<file path="src/rtl/queue_motion_ctrl_pkg.sv">
// Shared encodings and constants for the queue player sprite controller and its renderer.
package queue_motion_ctrl_pkg;

  typedef enum logic {
    QUEUE_INITIAL = 1'b0,
    QUEUE_PLAYING = 1'b1
  } game_state_e;

  typedef enum logic {
    QUEUE_LEFT  = 1'b0,
    QUEUE_RIGHT = 1'b1
  } facing_e;

  typedef enum logic [1:0] {
    JUMP_GROUND  = 2'd0,
    JUMP_RISING  = 2'd1,
    JUMP_FALLING = 2'd2
  } jump_state_e;

  localparam int SCREEN_W = 640;
  localparam int SCREEN_H = 480;

  localparam int POS_X_W = 10;
  localparam int POS_Y_W = 9;
  localparam int VY_W    = 6;
  // Wide enough that position +/- speed never wraps before clamping.
  localparam int ARITH_W = 11;

  // Clamp a signed working value into [lo, hi].
  function automatic logic signed [ARITH_W-1:0] clamp_s(
    input logic signed [ARITH_W-1:0] v,
    input logic signed [ARITH_W-1:0] lo,
    input logic signed [ARITH_W-1:0] hi
  );
    if (v < lo) return lo;
    if (v > hi) return hi;
    return v;
  endfunction

endpackage

</file>
<file path="src/rtl/queue_motion_ctrl_if.sv">
// Button/frame inputs and sprite state outputs between the motion controller and the rest of the game.
interface queue_motion_ctrl_if;
  import queue_motion_ctrl_pkg::*;

  logic               frame_tick;
  logic               btn_start;
  logic               btn_left;
  logic               btn_right;
  logic               btn_jump;
  logic               game_over;
  logic [POS_X_W-1:0] posX;
  logic [POS_Y_W-1:0] posY;
  logic               state;
  logic               animation_state;
  logic               airborne;

  // Controller side.
  modport master (
    input  frame_tick, btn_start, btn_left, btn_right, btn_jump, game_over,
    output posX, posY, state, animation_state, airborne
  );

  // Game/renderer side.
  modport slave (
    output frame_tick, btn_start, btn_left, btn_right, btn_jump, game_over,
    input  posX, posY, state, animation_state, airborne
  );

endinterface

</file>
<file path="src/rtl/queue_motion_ctrl_btn_sync_edge.sv">
// Two-flop synchronizer for an asynchronous button plus a rising-edge pulse on the synced level.
module queue_motion_ctrl_btn_sync_edge (
  input  logic clk,
  input  logic rst_n,
  input  logic btn_async,
  output logic level,
  output logic rise
);

  logic sync1_q, sync1_d;
  logic sync2_q, sync2_d;
  logic prev_q,  prev_d;

  // Shift the raw button through the synchronizer and keep the previous synced value.
  always_comb begin
    sync1_d = btn_async;
    sync2_d = sync1_q;
    prev_d  = sync2_q;
  end

  // Synchronizer and edge-history registers.
  always_ff @(posedge clk) begin
    if (!rst_n) begin
      sync1_q <= 1'b0;
      sync2_q <= 1'b0;
      prev_q  <= 1'b0;
    end else begin
      sync1_q <= sync1_d;
      sync2_q <= sync2_d;
      prev_q  <= prev_d;
    end
  end

  assign level = sync2_q;
  assign rise  = sync2_q & ~prev_q;

endmodule

</file>
<file path="src/rtl/queue_motion_ctrl.sv">
// Per-frame motion and play-state sequencer for the queue player sprite.
module queue_motion_ctrl
  import queue_motion_ctrl_pkg::*;
#(
  parameter int START_X  = 100,
  parameter int GROUND_Y = 400,
  parameter int X_MIN    = 22,
  parameter int X_MAX    = 617,
  parameter int Y_MIN    = 25,
  parameter int SPEED_X  = 2,
  parameter int JUMP_V   = 12,
  parameter int GRAVITY  = 1,
  parameter int MAX_FALL = 12
) (
  input  logic                clk,
  input  logic                rst_n,
  queue_motion_ctrl_if.master bus
);

  localparam logic signed [ARITH_W-1:0] X_MIN_S    = ARITH_W'(X_MIN);
  localparam logic signed [ARITH_W-1:0] X_MAX_S    = ARITH_W'(X_MAX);
  localparam logic signed [ARITH_W-1:0] Y_MIN_S    = ARITH_W'(Y_MIN);
  localparam logic signed [ARITH_W-1:0] GROUND_Y_S = ARITH_W'(GROUND_Y);
  localparam logic signed [ARITH_W-1:0] SPEED_X_S  = ARITH_W'(SPEED_X);
  localparam logic signed [ARITH_W-1:0] GRAVITY_S  = ARITH_W'(GRAVITY);
  localparam logic signed [ARITH_W-1:0] MAX_FALL_S = ARITH_W'(MAX_FALL);
  localparam logic signed [VY_W-1:0]    JUMP_VY    = VY_W'(-JUMP_V);

  logic start_rise, jump_rise, left_lvl, right_lvl;
  logic start_level_unused, jump_level_unused, left_rise_unused, right_rise_unused;

  logic [POS_X_W-1:0]       pos_x_q, pos_x_d;
  logic [POS_Y_W-1:0]       pos_y_q, pos_y_d;
  logic signed [VY_W-1:0]   vy_q, vy_d;
  game_state_e              state_q, state_d;
  facing_e                  facing_q, facing_d;
  jump_state_e              jump_q, jump_d;
  logic                     jump_pending_q, jump_pending_d;

  logic                     jump_req;
  logic signed [ARITH_W-1:0] x_ext, y_ext, vy_ext, y_next, vy_next;

  queue_motion_ctrl_btn_sync_edge u_sync_start (
    .clk(clk), .rst_n(rst_n), .btn_async(bus.btn_start), .level(start_level_unused), .rise(start_rise)
  );
  queue_motion_ctrl_btn_sync_edge u_sync_left (
    .clk(clk), .rst_n(rst_n), .btn_async(bus.btn_left), .level(left_lvl), .rise(left_rise_unused)
  );
  queue_motion_ctrl_btn_sync_edge u_sync_right (
    .clk(clk), .rst_n(rst_n), .btn_async(bus.btn_right), .level(right_lvl), .rise(right_rise_unused)
  );
  queue_motion_ctrl_btn_sync_edge u_sync_jump (
    .clk(clk), .rst_n(rst_n), .btn_async(bus.btn_jump), .level(jump_level_unused), .rise(jump_rise)
  );

  // Next-state for game FSM, jump FSM, position, velocity and facing.
  always_comb begin
    pos_x_d        = pos_x_q;
    pos_y_d        = pos_y_q;
    vy_d           = vy_q;
    state_d        = state_q;
    facing_d       = facing_q;
    jump_d         = jump_q;
    jump_pending_d = jump_pending_q | jump_rise;
    // An edge landing on the tick cycle itself still counts as a request.
    jump_req       = jump_pending_q | jump_rise;

    x_ext   = {{(ARITH_W-POS_X_W){1'b0}}, pos_x_q};
    y_ext   = {{(ARITH_W-POS_Y_W){1'b0}}, pos_y_q};
    vy_ext  = {{(ARITH_W-VY_W){vy_q[VY_W-1]}}, vy_q};
    y_next  = y_ext + vy_ext;
    vy_next = vy_ext + GRAVITY_S;
    if (vy_next > MAX_FALL_S) vy_next = MAX_FALL_S;

    case (state_q)
      QUEUE_INITIAL: begin
        jump_pending_d = 1'b0;
        if (start_rise) state_d = QUEUE_PLAYING;
      end
      default: begin
        if (bus.game_over) begin
          // Back to spawn; this wins over any motion on the same cycle.
          state_d        = QUEUE_INITIAL;
          pos_x_d        = POS_X_W'(START_X);
          pos_y_d        = POS_Y_W'(GROUND_Y);
          facing_d       = QUEUE_RIGHT;
          vy_d           = '0;
          jump_d         = JUMP_GROUND;
          jump_pending_d = 1'b0;
        end else if (bus.frame_tick) begin
          // Pending jump is consumed here, or discarded if already airborne.
          jump_pending_d = 1'b0;

          if (left_lvl && !right_lvl) begin
            pos_x_d  = POS_X_W'(clamp_s(x_ext - SPEED_X_S, X_MIN_S, X_MAX_S));
            facing_d = QUEUE_LEFT;
          end else if (right_lvl && !left_lvl) begin
            pos_x_d  = POS_X_W'(clamp_s(x_ext + SPEED_X_S, X_MIN_S, X_MAX_S));
            facing_d = QUEUE_RIGHT;
          end

          case (jump_q)
            JUMP_GROUND: begin
              if (jump_req) begin
                vy_d   = JUMP_VY;
                jump_d = JUMP_RISING;
              end
            end
            default: begin
              if (y_next >= GROUND_Y_S) begin
                pos_y_d = POS_Y_W'(GROUND_Y);
                vy_d    = '0;
                jump_d  = JUMP_GROUND;
              end else if (y_next <= Y_MIN_S) begin
                pos_y_d = POS_Y_W'(Y_MIN);
                vy_d    = '0;
                jump_d  = JUMP_FALLING;
              end else begin
                pos_y_d = y_next[POS_Y_W-1:0];
                vy_d    = vy_next[VY_W-1:0];
                if (jump_q == JUMP_RISING && !vy_next[ARITH_W-1]) jump_d = JUMP_FALLING;
              end
            end
          endcase
        end
      end
    endcase
  end

  // State, position and velocity registers.
  always_ff @(posedge clk) begin
    if (!rst_n) begin
      pos_x_q        <= POS_X_W'(START_X);
      pos_y_q        <= POS_Y_W'(GROUND_Y);
      vy_q           <= '0;
      state_q        <= QUEUE_INITIAL;
      facing_q       <= QUEUE_RIGHT;
      jump_q         <= JUMP_GROUND;
      jump_pending_q <= 1'b0;
    end else begin
      pos_x_q        <= pos_x_d;
      pos_y_q        <= pos_y_d;
      vy_q           <= vy_d;
      state_q        <= state_d;
      facing_q       <= facing_d;
      jump_q         <= jump_d;
      jump_pending_q <= jump_pending_d;
    end
  end

  assign bus.posX            = pos_x_q;
  assign bus.posY            = pos_y_q;
  assign bus.state           = state_q;
  assign bus.animation_state = facing_q;
  assign bus.airborne        = (jump_q != JUMP_GROUND);

endmodule

</file>
<file path="src/flat_wrapper.sv">
// flat-port wrapper written by rule: the top's interface ports become plain ports
module queue_motion_ctrl_flat import queue_motion_ctrl_pkg::*;
#(
  parameter int START_X  = 100,
  parameter int GROUND_Y = 400,
  parameter int X_MIN    = 22,
  parameter int X_MAX    = 617,
  parameter int Y_MIN    = 25,
  parameter int SPEED_X  = 2,
  parameter int JUMP_V   = 12,
  parameter int GRAVITY  = 1,
  parameter int MAX_FALL = 12
)
  (clk, rst_n, bus_frame_tick, bus_btn_start, bus_btn_left, bus_btn_right, bus_btn_jump, bus_game_over, bus_posX, bus_posY, bus_state, bus_animation_state, bus_airborne);
  queue_motion_ctrl_if bus_i ();
  input  logic clk;
  input  logic rst_n;
  input wire logic [$bits(bus_i.frame_tick)-1:0] bus_frame_tick;
  input wire logic [$bits(bus_i.btn_start)-1:0] bus_btn_start;
  input wire logic [$bits(bus_i.btn_left)-1:0] bus_btn_left;
  input wire logic [$bits(bus_i.btn_right)-1:0] bus_btn_right;
  input wire logic [$bits(bus_i.btn_jump)-1:0] bus_btn_jump;
  input wire logic [$bits(bus_i.game_over)-1:0] bus_game_over;
  output wire logic [$bits(bus_i.posX)-1:0] bus_posX;
  output wire logic [$bits(bus_i.posY)-1:0] bus_posY;
  output wire logic [$bits(bus_i.state)-1:0] bus_state;
  output wire logic [$bits(bus_i.animation_state)-1:0] bus_animation_state;
  output wire logic [$bits(bus_i.airborne)-1:0] bus_airborne;
  assign bus_i.frame_tick = bus_frame_tick;
  assign bus_i.btn_start = bus_btn_start;
  assign bus_i.btn_left = bus_btn_left;
  assign bus_i.btn_right = bus_btn_right;
  assign bus_i.btn_jump = bus_btn_jump;
  assign bus_i.game_over = bus_game_over;
  assign bus_posX = bus_i.posX;
  assign bus_posY = bus_i.posY;
  assign bus_state = bus_i.state;
  assign bus_animation_state = bus_i.animation_state;
  assign bus_airborne = bus_i.airborne;
  queue_motion_ctrl #(.START_X(START_X), .GROUND_Y(GROUND_Y), .X_MIN(X_MIN), .X_MAX(X_MAX), .Y_MIN(Y_MIN), .SPEED_X(SPEED_X), .JUMP_V(JUMP_V), .GRAVITY(GRAVITY), .MAX_FALL(MAX_FALL)) u_core (.clk(clk), .rst_n(rst_n), .bus(bus_i));
endmodule
</file>
<file path="config.mk">
export PLATFORM = sky130hd
export DESIGN_NAME = queue_motion_ctrl_flat
export DESIGN_NICKNAME = d
export VERILOG_FILES = /design/src/rtl/queue_motion_ctrl_pkg.sv /design/src/rtl/queue_motion_ctrl_if.sv /design/src/rtl/queue_motion_ctrl_btn_sync_edge.sv /design/src/rtl/queue_motion_ctrl.sv /design/src/flat_wrapper.sv
export SDC_FILE = /design/constraint.sdc
export NUM_CORES = 1
export LEC_CHECK = 0
export BUFFER_PORTS_ARGS = -buffer_cell sky130_fd_sc_hd__clkbuf_2
export CORE_ASPECT_RATIO = 0.75
export CORE_MARGIN = 3
export CORE_UTILIZATION = 40
export CTS_BUF_LIST = sky130_fd_sc_hd__clkbuf_16
export CTS_CLUSTER_DIAMETER = 100
export DETAILED_ROUTE_END_ITERATION = 7
export GPL_TIMING_DRIVEN = 0
export SETUP_SLACK_MARGIN = 0.2
export SYNTH_ARGS = -nofsm -noshare
export SYNTH_HDL_FRONTEND = slang
export SYNTH_SLANG_ARGS = --single-unit
</file>
<file path="constraint.sdc">
create_clock -name clk -period 3.01 [get_ports clk]
set_clock_uncertainty 0.05 [all_clocks]
set_input_delay 0.4515 -clock clk [delete_from_list [all_inputs] [get_ports clk]]
set_output_delay 0.4515 -clock clk [all_outputs]
set_load 0.05 [all_outputs]
</file>
### Word-level counts from Yosys, hierarchy flattened

Cells that the tools add are included.
W data, S select, Z words.

| operators by class | value |
|---|---|
| $add $sub $neg | 4 |
| $mul | 0 |
| divide/modulo/power cells | 0 |
| order comparisons | 7 |
| equal/unequal tests | 3 |
| shift operators | 0 |
| muxes and demuxes | 62 |
| bitwise operators | 7 |
| reductions and logical operators | 16 |

Operators with widths:

| kind | number |
|---|---|
| $mux W10 | 12 |
| $mux W9 | 5 |
| $mux W6 | 6 |
| $mux W1 | 31 |
| $gt A11 B11 Y1 const B | 2 |
| $lt A11 B6 Y1 const B | 2 |
| $mux W2 | 7 |
| $add A10 B2 Y11 const B | 1 |
| $add A10 B6 Y11 | 1 |
| $ge A11 B10 Y1 const B | 1 |
| $gt A11 B5 Y1 const B | 1 |
| $le A11 B6 Y1 const B | 1 |
| $mux W11 | 1 |
| $sub A10 B2 Y11 const B | 1 |
| $reduce_and A3 Y1 | 3 |
| $add A6 B2 Y7 const B | 1 |
| $reduce_bool A5 Y1 | 1 |
| $not A1 Y1 | 4 |
| $reduce_and A4 Y1 | 1 |
| $reduce_bool A2 Y1 | 2 |
| $reduce_or A4 Y1 | 1 |
| $logic_and A1 B1 Y1 | 3 |
| $logic_not A1 Y1 | 3 |
| $ne A3 B2 Y1 const B | 1 |
| other kinds (6) | 7 |

| word-level totals | value |
|---|---|
| register bits | 40 |
| latch bits | 0 |
| memory bits (writable) | 0 |
| ROM bits | 0 |
| output and inout bits | 22 |
| logic and storage cells | 116 |
| memories | 0 |

### Logic depth before layout (Yosys ltp)

Gate-level depths: netlist of run 1.

| logic depth | value |
|---|---|
| depth after elaboration | 20 |
| gate-level depth with buffers | 12 |
| depth with buffers taken out | 11 |

### By module

A second synthesis of run 1 with hierarchy kept.

| second synthesis, totals | value |
|---|---|
| cells, all modules | 427 |
| area, all modules | 3422.0 sq um |

By module, submodules not included:

| module | times used | cells an instance | area an instance (sq um) | sequential area each (sq um) |
|---|---|---|---|---|
| queue_motion_ctrl | 1 | 399 | 3051.7 | 600.6 |
| queue_motion_ctrl_btn_sync_edge | 4 | 7 | 92.6 | 60.1 |

### Least setup slack after synthesis of run 1

Ideal clock, no wire load.

| timing | value |
|---|---|
| path type | reg2reg |
| from | reg u_core.pos_y_q[0], in the netlist u_core.bus.posY[0] |
| to | reg u_core.vy_q[4] |
| setup time | 124 ps |
| arrival time | 3043 ps |
| required time | 2836 ps |
| path slack | -207 ps |
| stages on the path, launching flop included | 12 |
| path buffers | 0 |
| period minus slack after synthesis | 3217 ps |
| path through | dfxtp_1 ha_1 inv_1 fa_1 nor2b_1 o2111ai_1 a21boi_0 o21ai_1 or4b_1 and2_1 a31oi_1 o22ai_1 |

| between the ends | value |
|---|---|
| cells in the longest elaborated chain, start to end | 7 |

Ends and longest elaborated chain:

| what | line | source |
|---|---|---|
| start, declared | queue_motion_ctrl.sv:33 | `logic [POS_Y_W-1:0] pos_y_q, pos_y_d;` |
| start signal, assigned | queue_motion_ctrl.sv:134 | `pos_y_q <= POS_Y_W'(GROUND_Y);` |
| start signal, assigned | queue_motion_ctrl.sv:142 | `pos_y_q <= pos_y_d;` |
| $add A10 B6 Y11 (*) | queue_motion_ctrl.sv:71 | `y_next = y_ext + vy_ext;` |
| $le A11 B6 Y1 | queue_motion_ctrl.sv:114 | `end else if (y_next <= Y_MIN_S) begin` |
| $mux W6 | queue_motion_ctrl.sv:114 |  |
| $mux W6 (*) | queue_motion_ctrl.sv:110 | `if (y_next >= GROUND_Y_S) begin` |
| $mux W6 (*) | queue_motion_ctrl.sv:102 | `case (jump_q)` |
| $mux W6 (*) | queue_motion_ctrl.sv:90 | `end else if (bus.frame_tick) begin` |
| $mux W6 (*) | queue_motion_ctrl.sv:81 | `if (bus.game_over) begin` |
| end signal, assigned | queue_motion_ctrl.sv:143 | `vy_q <= vy_d;` |
| end, declared | queue_motion_ctrl.sv:34 | `logic signed [VY_W-1:0] vy_q, vy_d;` |

Every way passes the cells marked *; elsewhere a longest branch is shown, timed or not. The select of a mux whose other input is x is not followed.
A chain may end at the register's enable or synchronous reset.

### Worst setup path in the final report of run 1

| timing | value |
|---|---|
| from | reg u_core.pos_x_q[2], in the netlist u_core.bus.posX[2] |
| to | reg u_core.pos_x_q[8], in the netlist u_core.bus.posX[8] |

| between the ends | value |
|---|---|
| cells in the longest elaborated chain, start to end | 15 |

Ends and longest elaborated chain:

| what | line | source |
|---|---|---|
| start, declared | queue_motion_ctrl.sv:32 | `logic [POS_X_W-1:0] pos_x_q, pos_x_d;` |
| start signal, assigned | queue_motion_ctrl.sv:133 | `pos_x_q <= POS_X_W'(START_X);` |
| start signal, assigned | queue_motion_ctrl.sv:141 | `pos_x_q <= pos_x_d;` |
| $add A10 B2 Y11 | queue_motion_ctrl.sv:98 | `pos_x_d = POS_X_W'(clamp_s(x_ext + SPEED_X_S, X_MIN_S, X_MAX_S));` |
| $gt A11 B11 Y1 | queue_motion_ctrl_pkg.sv:36 | `if (v > hi) return hi;` |
| $mux W1 (2 in a row) | queue_motion_ctrl_pkg.sv:36 |  |
| $mux W1 | queue_motion_ctrl.sv:97 | `end else if (right_lvl && !left_lvl) begin` |
| $mux W1 | queue_motion_ctrl.sv:94 | `if (left_lvl && !right_lvl) begin` |
| $mux W1 | queue_motion_ctrl.sv:90 |  |
| $mux W1 | queue_motion_ctrl.sv:81 |  |
| $mux W1 | queue_motion_ctrl.sv:75 | `case (state_q)` |
| $mux W10 | queue_motion_ctrl_pkg.sv:37 | `return v;` |
| $mux W10 | queue_motion_ctrl_pkg.sv:36 |  |
| $mux W10 | queue_motion_ctrl.sv:97 |  |
| $mux W10 (*) | queue_motion_ctrl.sv:94 |  |
| $mux W10 (*) | queue_motion_ctrl.sv:90 |  |
| $mux W10 (*) | queue_motion_ctrl.sv:81 |  |

Marks and branches as above.

==> impl_metrics.yaml, run 1 <==
yosys:
  yosysSeqAreaShare: 0.246
  synth-edff-count: 0
  synth_ff_type: "dfxtp_1"
  ys_top_cells_by_area: "dfxtp_1, ha_1, a21oi_1"
  yosys.area.top_type: "dfxtp_1"
  synth.cell_area_sq_um: 3250
  syn_area_per_cell_sq_um: 7.80
  synth_top_area_frac: 0.246
  yosysWarningCount: 0
  async_reset_ff_frac: 0
  synth.distinct_cells: 73
  yosys_register_bits: 40
  syn_inst: 417
  synthesis.nets: 444
grt:
  grt_pass1_wl_mm: 17.3
  antenna_found_initial: 0
  grt_start_max_net_pins: 15
  track_usage: 0.232
  overflow: 0
  grt_pass1_vias: 3295
worst_setup_path:
  path_class: "flop to flop"
  cp_slowest_cell: "or4_4"
  critical_path_peak_fanout: 5
  cp_cell_sequence: "buf_8 > or4_4 > nor3_4 > o211ai_1 > a2111oi_4 > a41oi_2 > and3b_4 > buf_6 > a211oi_4 > a2111oi_4"
  cp-end-kind: "flop"
  cp_common_cell: "a2111oi_4"
  start_kind: "flop"
  arrival_ns: 2.89
  worstPathRequired_ns: 3.09
  critPathMaxStageDelay_ns: 0.56
drt:
  wl_mm: 11.1
  vias: 3674
  wl_per_cell_um: 18.7
  drtIter0Drc: 427
  drc: 0
  vias_per_cell: 6.20
  ant_nets: 0
  drt-pass1-iter-count: 6
floorplan:
  row_count: 27
  start_util: 0.428
  design.core.area_sq_um: 7600
  dieArea_sq_um: 9270
  die_w_um: 110
  die_h_um: 84.1
  pin_count: 30
power:
  p_total_mw: 1.49
  power.leakage_nw: 1.76
  vdd_ir_drop_max_uv: 239
  p_per_area_nw_per_um2: 325
clocking:
  cts_buffers: 5
  cts_max_path_buffers: 2
  clk-insertion-delay-late_ns: 0.28
  tritoncts: "done"
  cts_hold_buf: 0
  clk_pin_slew_ns: 0.07
  cts.sinks: 40
  cts_root_buf: "clkbuf_16"
  ctsHtreeMaxLevel: 2
cells_and_area:
  stdcell_area_sq_um: 4590
  n_antenna_cell: 0
  multi_input_area_sq_um: 2740
  layout.nets: 518
  final_layout_size_suffix_gt1_frac: 0.370
  regArea_sq_um: 845
  final_common_cell: "buf_4"
  final_cell_mix: "buf_4, clkbuf_2, nand2_1"
  fillers: 657
  syn_to_final_growth_pct: 41.1
place:
  postPlaceCellArea_sq_um: 3610
  portBuffers: 28
  dp_hpwl_mm: 7.54
  place.gp.congestion: 0.925
sta:
  finalHoldViolCount: 0
  fin_crit_sh: 0.931
  grt_setup_unrepaired: "true"
  relSlewSlack: 0.586
  tns_ns: 0
  setup_violations: 0
  fmax_ghz: 0.357
  slew_violations: 0
  min_period_ns: 2.80
  worstMarginPinSlew_ns: 0.605
  timing.hold.ws_ns: 0.316
status:
  run_status: "finished clean"
min_path:
  holdCritPathClass: "input pin to flop"
run:
  max_cap_viol_count: 0
==> metal layers <==
metal / share of wire / GRT usage
met1: 0.50 / 0.387
met2: 0.41 / 0.306
met3: 0.092 / 0.0472
met4: 0.0038 / 0.0246
met5: 0 / 0
==> synthesized netlist by cell type, drive strengths merged (7+ instances only) <==
cell / instances
a31oi: 8
nor3: 12
clkbuf: 14
nand2: 32
ha: 18
nor4: 8
o211ai: 7
inv: 21
xnor2: 7
a21oi: 27
nand3b: 7
dfxtp: 40
and2: 17
nand3: 12
buf: 11
o221ai: 7
nor2: 30
o21ai: 23
==> power breakdown <==
part	internal (mW)	switching [mW]	total [mW]
Sequential	0.535	0.0117	0.547
Clock	0.395	0.239	0.635
Combinational	0.131	0.180	0.311
==> cell families (layout without fill, tap and decap cells) <==
group,Yosys count,after routing,synth area share
buffers and inverters,46,121,0.0619
DFF,40,40,0.246
adders and majority gates,20,20,0.0784
xor gates and xnor gates,11,11,0.0296
muxes,4,4,0.0127
and+or+nand+nor,156,156,0.263
AOI/OAI and AO/OA,140,140,0.309
==> worst paths after layout <==
| check | from | end | slack, ns | cells after the start |
|---|---|---|---|---|
| worst min register to register | u_core.u_sync_left.sync1_q | u_core.u_sync_left.level | 0.39 | 1 |
| worst max register to register | u_core.bus.posX[2] | u_core.bus.posX[8] | 0.21 | 10 |
| worst max-delay path | u_core.bus.posX[2] | u_core.bus.posX[8] | 0.21 | 10 |
| worst min-delay path | bus_btn_left | u_core.u_sync_left.sync1_q | 0.32 | 2 |
==> stage by stage <==
| step | setup slack, ns | instances | util |
|---|---|---|---|
| floorplan | 0.201 | 417 | - |
| global route | 0.0796 | 593 | 0.604 |
| global placement | -0.306 | 546 | 0.475 |
| finish | 0.208 | 593 | 0.604 |
| CTS | 0.196 | 574 | 0.547 |
| detailed placement | -0.299 | 546 | 0.475 |
==> critical path: cells and delay by family (launching register included) <==
kind                   cells  cell delay (ns)
AND/OR/NAND/NOR            3             1.01
flip-flops                 1             0.36
AO/OA/AOI/OAI              5             0.96
buffers and inverters      2             0.27
==> final cells by class <==
type,count,area share
inverter,21,0.0194
clock inverter,3,0.00981
sequential,40,0.184
multi-input combinational,331,0.597
timing repair buffer,67,0.100
buffer,25,0.0352
clock buffer,5,0.0273
tap,101,0.0275
==> flip-flops by register name, indices dropped and copies added (netlist names), 2 cells and up <==
register         flops
u_core.bus.posX     10
u_core.bus.posY      9
u_core.vy_q          6
u_core.jump_q        2
==> timing repair <==
action | 4_1_cts | 5_1_grt
buffers inserted | 20 | 19
gates resized for setup | 52 | 60
pin swaps | 23 | 31
endpoints found under the setup margin | 23 | 25
Power figures use the tool's default switching activity.
==> inputs of run 2 (changes only) <==
CTS_BUF_LIST = sky130_fd_sc_hd__clkbuf_4 sky130_fd_sc_hd__clkbuf_8 sky130_fd_sc_hd__clkbuf_16   (was sky130_fd_sc_hd__clkbuf_16)
==> run 2 against run 1 <==
  * Core utilization up 1.0 points
  * Count of clock-buffer cells in the layout unchanged
  * Critical path depth up 2
  * Sequential cell count unchanged
  * Sequential share of layout area down 0.28 points
  * Via count up 3.6%
  * Sequential power about the same
  * Cell area up 1.7%
  * Register-to-register slack worse by 0.02 ns
  * Routed wire length up 4.8%
  * Combinational power up 10%
  * First-iteration DRC count up 15%
  * Critical endpoint unchanged
  * Largest cell class unchanged
==> impl_metrics.yaml, run 2 (synthesis results as in run 1) <==
status:
  run_status: "finished clean"
worst_setup_path:
  rrSetupSlack_ns: 0.19
  start_kind: "flop"
  critical_path_peak_fanout: 5
  r2r-start: "u_core.bus.posX[2]"
  path_class: "flop to flop"
  arrival_ns: 2.98
  cp-end-kind: "flop"
  r2r_cells: 12
  r2r_end: "u_core.bus.posX[8]"
  worstPathRequired_ns: 3.17
clocking:
  cts_buffers: 5
  tritoncts: "done"
  clk-insertion-delay-late_ns: 0.31
  clk_pin_slew_ns: 0.09
  cts.sinks: 40
  cts_root_buf: "clkbuf_8"
  ctsHtreeMaxLevel: 2
  cts_max_path_buffers: 2
sta:
  timing.hold.ws_ns: 0.293
  finalHoldViolCount: 0
  min_period_ns: 2.82
  relSlewSlack: 0.561
  slew_violations: 0
  fin_crit_sh: 0.936
  grt_setup_unrepaired: "true"
  fmax_ghz: 0.355
  setup_violations: 0
  worstMarginPinSlew_ns: 0.642
min_path:
  holdCritPathClass: "input pin to flop"
  min_path_cells: 2
  hold_end: "u_core.u_sync_left.sync1_q"
  hold_start: "bus_btn_left"
drt:
  wl_per_cell_um: 19.3
  vias: 3805
  vias_per_cell: 6.35
  wl_mm: 11.6
  drt-pass1-iter-count: 5
  ant_nets: 0
  drtIter0Drc: 490
  drc: 0
cells_and_area:
  n_antenna_cell: 0
  final_common_cell: "buf_4"
  final_cells: 599
  largest_reg_flops: 10
  layout.nets: 524
  final_cell_mix: "buf_4, clkbuf_2, nand2_1"
  final_layout_size_suffix_gt1_frac: 0.388
  stdcell_area_sq_um: 4670
  syn_to_final_growth_pct: 43.5
grt:
  antenna_found_initial: 0
  grt_start_max_net_pins: 15
  track_usage: 0.233
  grt_pass1_vias: 3274
  grt_pass1_wl_mm: 17.2
  overflow: 0
place:
  place.gp.congestion: 0.925
  dp_cells: 546
  portBuffers: 28
  dp_hpwl_mm: 7.54
  postPlaceCellArea_sq_um: 3610
floorplan:
  start_util: 0.428
  pin_count: 30
  die_h_um: 84.1
  dieArea_sq_um: 9270
  row_count: 27
  die_w_um: 110
  design.core.area_sq_um: 7600
power:
  power.leakage_nw: 1.78
  vdd_ir_drop_max_uv: 220
  p_per_area_nw_per_um2: 293
run:
  max_cap_viol_count: 0
==> run 2: critical path: stages, from the launching register on <==
cell,delay (ns)
dfxtp_4,0.37
buf_8,0.14
inv_6,0.06
ha_4,0.15
nor3b_4,0.29
nand2_2,0.15
o211ai_1,0.19
a2111oi_4,0.12
a41oi_2,0.32
and3b_4,0.31
buf_6,0.13
o32ai_4,0.08
a2111oi_4,0.36
==> run 2: worst max-delay path by stage <==
stage | start | end | slack (ns) | depth (start not counted)
3_3_place_gp | u_core.vy_q[0] | u_core.vy_q[1] | -0.31 | 11
3_5_place_dp | u_core.vy_q[0] | u_core.vy_q[1] | -0.30 | 11
5_1_grt | u_core.bus.posX[2] | u_core.bus.posX[7] | 0.09 | 12
4_1_cts | u_core.bus.posX[1] | u_core.bus.posX[7] | 0.19 | 11
6_report | u_core.bus.posX[2] | u_core.bus.posX[8] | 0.19 | 12
2_1_floorplan | u_core.bus.posY[0] | u_core.vy_q[4] | 0.20 | 11
==> run 2: per-stage QoR <==
| stage | TNS [ns] | setup slack [ns] | utilization | power, mW |
|---|---|---|---|---|
| 2_1_floorplan | 0 | 0.201 | - | 0.712 |
| 3_5_place_dp | -3.50 | -0.299 | 0.475 | 0.765 |
| 4_1_cts | 0 | 0.187 | 0.543 | 1.29 |
| 3_3_place_gp | -3.01 | -0.306 | 0.475 | 0.763 |
| 6_report | 0 | 0.193 | 0.614 | 1.37 |
| 5_1_grt | 0 | 0.0868 | 0.614 | 1.42 |
==> run 2: cell type report <==
| cell class | count | area [sq um] |
|---|---|---|
| buffer | 25 | 166 |
| clock buffer | 5 | 68.8 |
| clock inverter | 3 | 45.0 |
| fill | 649 | 2930 |
| inverter | 21 | 91.3 |
| multi-input combinational | 331 | 2810 |
| sequential | 40 | 846 |
| tap | 101 | 126 |
| timing repair buffer | 73 | 519 |
==> run 2: routing by layer <==
| layer | global-route usage | part of all wire | vias up |
|---|---|---|---|
| met5 | 0 | 0 | - |
| met4 | 0.0302 | 0.011 | 0 |
| met3 | 0.0402 | 0.098 | 19 |
| met2 | 0.305 | 0.41 | 233 |
| met1 | 0.392 | 0.48 | 1802 |
| li1 | - | - | 1751 |
==> run 2: power breakdown <==
group	total, mW	internal, mW	switching, mW
clock	0.480	0.251	0.229
combinational	0.342	0.148	0.194
sequential	0.547	0.535	0.0121
total	1.37	0.934	0.435
==> run 2: what timing repair did <==
action | 4_1_cts | 5_1_grt
pin swaps | 20 | 44
cloned | 0 | 1
buffers inserted | 23 | 21
resized for setup | 50 | 74
setup endpoints to repair | 23 | 24
hold buffers | 0 | 0
